File: src/rtl/pe_array_cfg_ctrl.sv
// PE-array configuration controller: MMIO register file with per-channel DMA
// descriptors, scan-chain ID/LN configuration, sequenced DMA with a watchdog,
// abort, sticky done/error status and config locking while busy.
module pe_array_cfg_ctrl #(
  parameter int unsigned NUMS_PE_ROW    = 6,
  parameter int unsigned NUMS_PE_COL    = 8,
  parameter int unsigned ADDR_WIDTH     = 32,
  parameter logic [ADDR_WIDTH-1:0] MMIO_BASE = ADDR_WIDTH'(32'h1000_0000),
  parameter int unsigned NUM_CH         = 4,
  parameter int unsigned LEN_BITS       = 16,
  parameter int unsigned TIMEOUT_CYCLES = 4096,
  localparam int unsigned NUM_PE        = NUMS_PE_ROW * NUMS_PE_COL,
  localparam int unsigned IDX_W         = $clog2(NUM_PE)
) (
  input  logic                   i_clk,
  input  logic                   i_rst,
  input  logic                   i_mmio_we,
  input  logic [ADDR_WIDTH-1:0]  i_mmio_w_addr,
  input  logic [31:0]            i_mmio_w_data,
  input  logic [ADDR_WIDTH-1:0]  i_mmio_r_addr,
  output logic [31:0]            o_mmio_r_data,
  output logic                   o_dma_start,
  output logic [ADDR_WIDTH-1:0]  o_dma_src_addr,
  output logic [ADDR_WIDTH-1:0]  o_dma_dst_addr,
  output logic [LEN_BITS-1:0]    o_dma_length,
  input  logic                   i_dma_done,
  output logic [IDX_W-1:0]       o_id_idx,
  output logic                   o_set_XID,
  output logic                   o_set_YID,
  output logic                   o_set_LN,
  output logic [NUMS_PE_ROW-2:0] o_LN_config_in,
  output logic                   o_busy,
  output logic                   o_irq
);

  localparam int unsigned CH_W = (NUM_CH > 1) ? $clog2(NUM_CH) : 1;
  localparam int unsigned WD_W = $clog2(TIMEOUT_CYCLES + 1);
  localparam logic [CH_W-1:0]       LAST_CH    = CH_W'(NUM_CH - 1);
  localparam logic [IDX_W-1:0]      LAST_IDX   = IDX_W'(NUM_PE - 1);
  localparam logic [WD_W-1:0]       WD_LIMIT   = WD_W'(TIMEOUT_CYCLES - 1);
  localparam logic [ADDR_WIDTH-1:0] OFF_CTRL   = ADDR_WIDTH'(32'h00);
  localparam logic [ADDR_WIDTH-1:0] OFF_STATUS = ADDR_WIDTH'(32'h04);
  localparam logic [ADDR_WIDTH-1:0] OFF_LN     = ADDR_WIDTH'(32'h08);
  localparam logic [ADDR_WIDTH-1:0] OFF_MASK   = ADDR_WIDTH'(32'h0C);

  typedef enum logic [2:0] {
    StIdle, StScan, StDmaSel, StDmaReq, StDmaWait, StFinish
  } state_e;

  // Descriptor k (0=SRC, 1=DST, 2=LEN) of channel c.
  function automatic logic [ADDR_WIDTH-1:0] desc_off(input int unsigned c, input int unsigned k);
    return ADDR_WIDTH'(32'h10 + 12 * c + 4 * k);
  endfunction

  state_e                  r_state, w_state_nxt;
  logic [IDX_W-1:0]        r_idx, w_idx_nxt;
  logic [CH_W-1:0]         r_ch, w_ch_nxt;
  logic [WD_W-1:0]         r_wd, w_wd_nxt;
  logic [NUMS_PE_ROW-2:0]  r_ln_cfg;
  logic [NUM_CH-1:0]       r_ch_mask;
  logic [ADDR_WIDTH-1:0]   r_src [NUM_CH];
  logic [ADDR_WIDTH-1:0]   r_dst [NUM_CH];
  logic [LEN_BITS-1:0]     r_len [NUM_CH];
  logic                    r_done, r_error;

  logic [ADDR_WIDTH-1:0]   w_w_off, w_r_off;
  logic                    w_busy, w_ctrl_we, w_start, w_abort, w_status_we, w_cfg_we;
  logic                    w_set_done, w_set_error;

  assign w_w_off     = i_mmio_w_addr - MMIO_BASE;
  assign w_r_off     = i_mmio_r_addr - MMIO_BASE;
  assign w_busy      = (r_state != StIdle);
  assign w_ctrl_we   = i_mmio_we && (w_w_off == OFF_CTRL);
  // ABORT outranks START when both bits are written together.
  assign w_abort     = w_ctrl_we && i_mmio_w_data[1];
  assign w_start     = w_ctrl_we && i_mmio_w_data[0] && !i_mmio_w_data[1];
  assign w_status_we = i_mmio_we && (w_w_off == OFF_STATUS);
  // Configuration is frozen while an operation runs.
  assign w_cfg_we    = i_mmio_we && !w_busy;

  assign o_busy = w_busy;
  assign o_irq  = r_done | r_error;

  // Register file writes and sticky status bits (set wins over clear).
  always_ff @(posedge i_clk) begin
    if (i_rst) begin
      r_ln_cfg  <= '0;
      r_ch_mask <= '0;
      r_done    <= 1'b0;
      r_error   <= 1'b0;
      for (int unsigned c = 0; c < NUM_CH; c++) begin
        r_src[c] <= '0;
        r_dst[c] <= '0;
        r_len[c] <= '0;
      end
    end else begin
      if (w_cfg_we) begin
        if (w_w_off == OFF_LN)   r_ln_cfg  <= i_mmio_w_data[NUMS_PE_ROW-2:0];
        if (w_w_off == OFF_MASK) r_ch_mask <= i_mmio_w_data[NUM_CH-1:0];
        for (int unsigned c = 0; c < NUM_CH; c++) begin
          if (w_w_off == desc_off(c, 0)) r_src[c] <= ADDR_WIDTH'(i_mmio_w_data);
          if (w_w_off == desc_off(c, 1)) r_dst[c] <= ADDR_WIDTH'(i_mmio_w_data);
          if (w_w_off == desc_off(c, 2)) r_len[c] <= i_mmio_w_data[LEN_BITS-1:0];
        end
      end
      if (w_set_done)                               r_done  <= 1'b1;
      else if (w_status_we && i_mmio_w_data[1])     r_done  <= 1'b0;
      if (w_set_error)                              r_error <= 1'b1;
      else if (w_status_we && i_mmio_w_data[2])     r_error <= 1'b0;
    end
  end

  // FSM state and counters.
  always_ff @(posedge i_clk) begin
    if (i_rst) begin
      r_state <= StIdle;
      r_idx   <= '0;
      r_ch    <= '0;
      r_wd    <= '0;
    end else begin
      r_state <= w_state_nxt;
      r_idx   <= w_idx_nxt;
      r_ch    <= w_ch_nxt;
      r_wd    <= w_wd_nxt;
    end
  end

  // FSM next-state logic.
  always_comb begin
    w_state_nxt = r_state;
    w_idx_nxt   = r_idx;
    w_ch_nxt    = r_ch;
    w_wd_nxt    = r_wd;
    w_set_done  = 1'b0;
    w_set_error = 1'b0;
    if (w_abort && w_busy) begin
      w_state_nxt = StIdle;
      w_set_error = 1'b1;
    end else begin
      case (r_state)
        StIdle: begin
          if (w_start) begin
            w_state_nxt = StScan;
            w_idx_nxt   = '0;
          end
        end
        StScan: begin
          if (r_idx == LAST_IDX) begin
            w_state_nxt = StDmaSel;
            w_ch_nxt    = '0;
          end else begin
            w_idx_nxt = r_idx + IDX_W'(1);
          end
        end
        StDmaSel: begin
          if (r_ch_mask[r_ch] && (r_len[r_ch] != '0)) begin
            w_state_nxt = StDmaReq;
          end else if (r_ch == LAST_CH) begin
            w_state_nxt = StFinish;
          end else begin
            w_ch_nxt = r_ch + CH_W'(1);
          end
        end
        StDmaReq: begin
          // Watchdog counts cycles since the dma_start pulse.
          w_wd_nxt    = WD_W'(1);
          w_state_nxt = StDmaWait;
        end
        StDmaWait: begin
          if (i_dma_done) begin
            if (r_ch == LAST_CH) begin
              w_state_nxt = StFinish;
            end else begin
              w_ch_nxt    = r_ch + CH_W'(1);
              w_state_nxt = StDmaSel;
            end
          end else if (r_wd >= WD_LIMIT) begin
            w_state_nxt = StIdle;
            w_set_error = 1'b1;
          end else begin
            w_wd_nxt = r_wd + WD_W'(1);
          end
        end
        StFinish: begin
          w_set_done  = 1'b1;
          w_state_nxt = StIdle;
        end
        default: w_state_nxt = StIdle;
      endcase
    end
  end

  // Scan-chain and DMA outputs, zero outside their phases.
  always_comb begin
    o_set_XID      = 1'b0;
    o_set_YID      = 1'b0;
    o_set_LN       = 1'b0;
    o_id_idx       = '0;
    o_LN_config_in = '0;
    o_dma_start    = 1'b0;
    o_dma_src_addr = '0;
    o_dma_dst_addr = '0;
    o_dma_length   = '0;
    case (r_state)
      StScan: begin
        o_set_XID      = 1'b1;
        o_set_YID      = (r_idx < IDX_W'(NUMS_PE_ROW));
        o_set_LN       = (r_idx == '0);
        o_id_idx       = r_idx;
        o_LN_config_in = r_ln_cfg;
      end
      StDmaReq, StDmaWait: begin
        o_dma_start    = (r_state == StDmaReq);
        o_dma_src_addr = r_src[r_ch];
        o_dma_dst_addr = r_dst[r_ch];
        o_dma_length   = r_len[r_ch];
      end
      default: ;
    endcase
  end

  // Combinational MMIO read mux; CTRL and unmapped offsets read 0.
  always_comb begin
    o_mmio_r_data = '0;
    if (w_r_off == OFF_STATUS) o_mmio_r_data = {29'd0, r_error, r_done, w_busy};
    if (w_r_off == OFF_LN)     o_mmio_r_data = 32'(r_ln_cfg);
    if (w_r_off == OFF_MASK)   o_mmio_r_data = 32'(r_ch_mask);
    for (int unsigned c = 0; c < NUM_CH; c++) begin
      if (w_r_off == desc_off(c, 0)) o_mmio_r_data = 32'(r_src[c]);
      if (w_r_off == desc_off(c, 1)) o_mmio_r_data = 32'(r_dst[c]);
      if (w_r_off == desc_off(c, 2)) o_mmio_r_data = 32'(r_len[c]);
    end
  end

endmodule

File: config.mk
export PLATFORM = sky130hd
export DESIGN_NAME = pe_array_cfg_ctrl
export DESIGN_NICKNAME = d
export VERILOG_FILES = /design/src/rtl/pe_array_cfg_ctrl.sv
export SDC_FILE = /design/constraint.sdc
export NUM_CORES = 1
export LEC_CHECK = 0
export ABC_AREA = 0
export CELL_PAD_IN_SITES_DETAIL_PLACEMENT = 2
export CELL_PAD_IN_SITES_GLOBAL_PLACEMENT = 2
export CORE_MARGIN = 5
export CORE_UTILIZATION = 38
export DETAILED_ROUTE_END_ITERATION = 6
export PLACE_DENSITY_LB_ADDON = 0.1
export SYNTH_ARGS = -nofsm -noshare
export SYNTH_HDL_FRONTEND = slang
export SYNTH_SLANG_ARGS = --single-unit
File: constraint.sdc
create_clock -name i_clk -period 4.8 [get_ports i_clk]
set_input_delay 0.72 -clock i_clk [delete_from_list [all_inputs] [get_ports i_clk]]
set_output_delay 0.72 -clock i_clk [all_outputs]
set_load 0.02 [all_outputs]
==> impl_metrics.yaml <==
grt:
  antenna_found_initial: 3
  grt_max_degree: 45
  track_usage: 0.2832
  overflow: 0
  grt_pass1_wl_um: 117700
  grt_pass1_vias: 17200
sta:
  fin_skew_ps: 30.95
  slew_viol_final: 0
  timing.setup.tns_ps: 0
  worst_slack_ps: 45.06
  finalCriticalPeriod_ps: 4755
  period_share: 0.9906
  hold_ws_ps: 496.9
  relSlewSlack: 0.3471
  fmax_mhz: 210.3
  rsz0062_at_grt: "yes"
  final-hold-violation-count: 0
  worst_pin_slew_ps: 979.4
  setup_violations: 0
final_layout:
  final.fill_count: 5019
  drive_above_1_share: 0.1710
  layout.nets: 1957
  final_area_mm2: 0.02440
  areaGrowthSynthToFinish_pct: 27.04
  multi_input_area_mm2: 0.008504
  final_core_util: 0.4873
  seqCellArea_mm2: 0.01036
route:
  num_vias: 15790
  drt-initial-drc-count: 1693
  drc: 0
  via_per_inst: 6.163
  wire_per_inst_um: 31.73
  wl_um: 81300
  drt-pass1-iter-count: 6
  ant_nets: 0
yosys:
  synthTopCellsByCount: "and2_1 (325), edfxtp_1 (320), clkbuf_1 (89)"
  synth_seq_cells: 357
  synth_area_mm2: 0.01921
  synth_top_area_share: 0.5003
  synth_most_common_cell: "and2_1"
  yosysSeqAreaShare: 0.5389
  synth-async-reset-ratio: 0
  synth_area_leaders: "edfxtp_1 (50%), and2_1 (11%), mux4_2 (9.5%)"
  yosys.cell_types.count: 74
  synth-edff-count: 320
  syn_area_per_cell_um2: 12.09
  yosysWarnings: 0
  yosys.area.top_type: "edfxtp_1"
  synthCells: 1589
  synthesis.nets: 1692
  synth_ff_type: "edfxtp_1"
place:
  io_buffers: 228
  gp_congestion: 0.9068
  place_area_mm2: 0.02301
  dp_hpwl_um: 54360
  post-place-ws_ps: 64.25
critical_path:
  crit_family: "buffers and inverters"
  r2r_cells: 7
  critPathArrivalTime_ps: 4030
  crit_slowest_cell: "clkdlybuf4s50_1"
  cp.required_ps: 4080
  worstSetupStartpointType: "primary input"
  critical_path.cell_chain: "clkdlybuf4s50_1 > nor4_2 > and4_1 > buf_4 > nand4_1 > nor2_2 > buf_4 > a21oi_1 > o22ai_1 > clkdlybuf4s50_1"
  max_stage_delay_ps: 690
  reg2reg_slack_ps: 1360
  end_kind: "primary output"
  cp_max_fo: 7
  crit_type: "primary input to primary output"
  crit_buf_inv: 4
floorplan:
  core_mm2: 0.05007
  die_h_um: 234.8
  die_area_mm2: 0.05514
  die_w_um: 234.8
  pin_count: 229
  rows: 82
  initial_core_util: 0.3836
power_and_ir_drop:
  ir_drop_mv: 0.2066
  leakage_nw: 8.630
  p_per_area_mw_per_mm2: 293.7
outcome:
  status: "complete, no violations"
clocking:
  clkLatencyLatePin_ps: 590
  cts-root-buf: "clkbuf_16"
  clock_sinks: 357
  tritoncts: "yes"
  cts_buffer_depth: 3
  h-tree-depth: 2
  cts_setup_buffers: 0
  cts_buffers: 44
  path_clk_slew_ps: 50
min_path:
  hold_path_depth: 2
  worstHoldStart: "r_error"
  whs_endpoint: "r_error"
  hold_class: "flip-flop to flip-flop"
job:
  cap_viol_max_count: 0
## worst max-delay path by stage
stage	to	slack, ps	from	depth (start not counted)
after detailed placement	o_mmio_r_data[0]	60	i_mmio_r_addr[20]	11
after global placement	o_mmio_r_data[0]	120	i_mmio_r_addr[11]	10
after global routing	o_mmio_r_data[1]	-70	i_mmio_r_addr[17]	10
after CTS	o_mmio_r_data[0]	40	i_mmio_r_addr[20]	11
final	o_mmio_r_data[1]	50	i_mmio_r_addr[17]	10
after floorplan	r_dst[2][0]	1170	i_mmio_w_addr[24]	5
## what timing repair did
action	4_1_cts	5_1_grt
resized for setup	0	7
hold buffers	0	0
setup endpoints to repair	0	6
## cell families (layout without fill, tap and decap cells)
family	count (synthesis)	after routing	share of synthesized area
simple gates	740	740	0.2254
flops	357	357	0.5389
compound gates	239	239	0.09218
buf+inv	135	435	0.02886
mux	106	106	0.1086
xor+xnor	9	9	0.004104
fa+ha+maj	3	3	0.001955
other cells	0	1	0
## stage by stage
step | total power, mW | cells
6_report | 7.165 | 2562
5_1_grt | 7.363 | 2561
4_1_cts | 7.204 | 2561
3_5_place_dp | 3.992 | 2480
3_3_place_gp | 3.975 | 2480
2_1_floorplan | 3.719 | 1589
## power breakdown
part / total [mW] / switching [mW] / internal (mW)
Combinational: 0.402 / 0.235 / 0.167
Sequential: 3.54 / 0.0669 / 3.47
Clock: 3.23 / 1.37 / 1.86
## final cells by class
| type | instances | area share |
|---|---|---|
| Antenna cell | 1 | 0.0001026 |
| Clock buffer | 57 | 0.04713 |
| Sequential cell | 357 | 0.4245 |
| Tap cell | 672 | 0.03446 |
| Clock inverter | 24 | 0.008564 |
| Multi-Input combinational cell | 1097 | 0.3486 |
| Timing Repair Buffer | 340 | 0.1345 |
| Inverter | 14 | 0.002154 |
## cells in the final DEF, fill, tap and decap left out, types with 14 or more instances in the layout
| cell type | synthesis | layout |
|---|---|---|
| a21oi_1 | 31 | 31 |
| a222oi_1 | 36 | 36 |
| a22oi_1 | 14 | 14 |
| and2_1 | 325 | 325 |
| and3_1 | 19 | 19 |
| buf_12 | 0 | 14 |
| buf_4 | 0 | 100 |
| clkbuf_16 | 0 | 44 |
| clkdlybuf4s50_1 | 0 | 221 |
| dfxtp_1 | 37 | 35 |
| edfxtp_1 | 320 | 320 |
| inv_1 | 14 | 14 |
| mux2i_1 | 16 | 16 |
| mux4_2 | 81 | 81 |
| nand2_1 | 64 | 64 |
| nand3_1 | 32 | 32 |
| nand4_1 | 19 | 19 |
| nor2_1 | 88 | 85 |
| nor2b_1 | 85 | 85 |
| nor3_1 | 29 | 20 |
| nor4_1 | 17 | 16 |
| o21ai_0 | 33 | 33 |
| o22ai_1 | 14 | 14 |
## layer usage
metal  up-vias  share of wire  track usage
met5         -        0.00016            0
met4         2          0.032      0.08901
met3       164          0.076      0.05136
met2       795           0.49       0.4867
met1      8286           0.40       0.3659
li1       6543              -            -
## worst min-delay path, delay by kind of cell, from the launching register on
family	cells	cell delay (ps)
compound gates	1	70
flops	1	310
simple gates	1	60
## registers in the layout (all words and copies together) (netlist names), named ones only
| name | cells |
|---|---|
| r_len | 64 |
| r_state | 3 |
| r_idx | 6 |
| r_ln_cfg | 5 |
| r_done | 1 |
| r_dst | 128 |
| r_src | 128 |
| r_wd | 13 |
| r_ch | 2 |
| r_error | 1 |
| r_ch_mask | 4 |
Power figures use the tool's default switching activity.
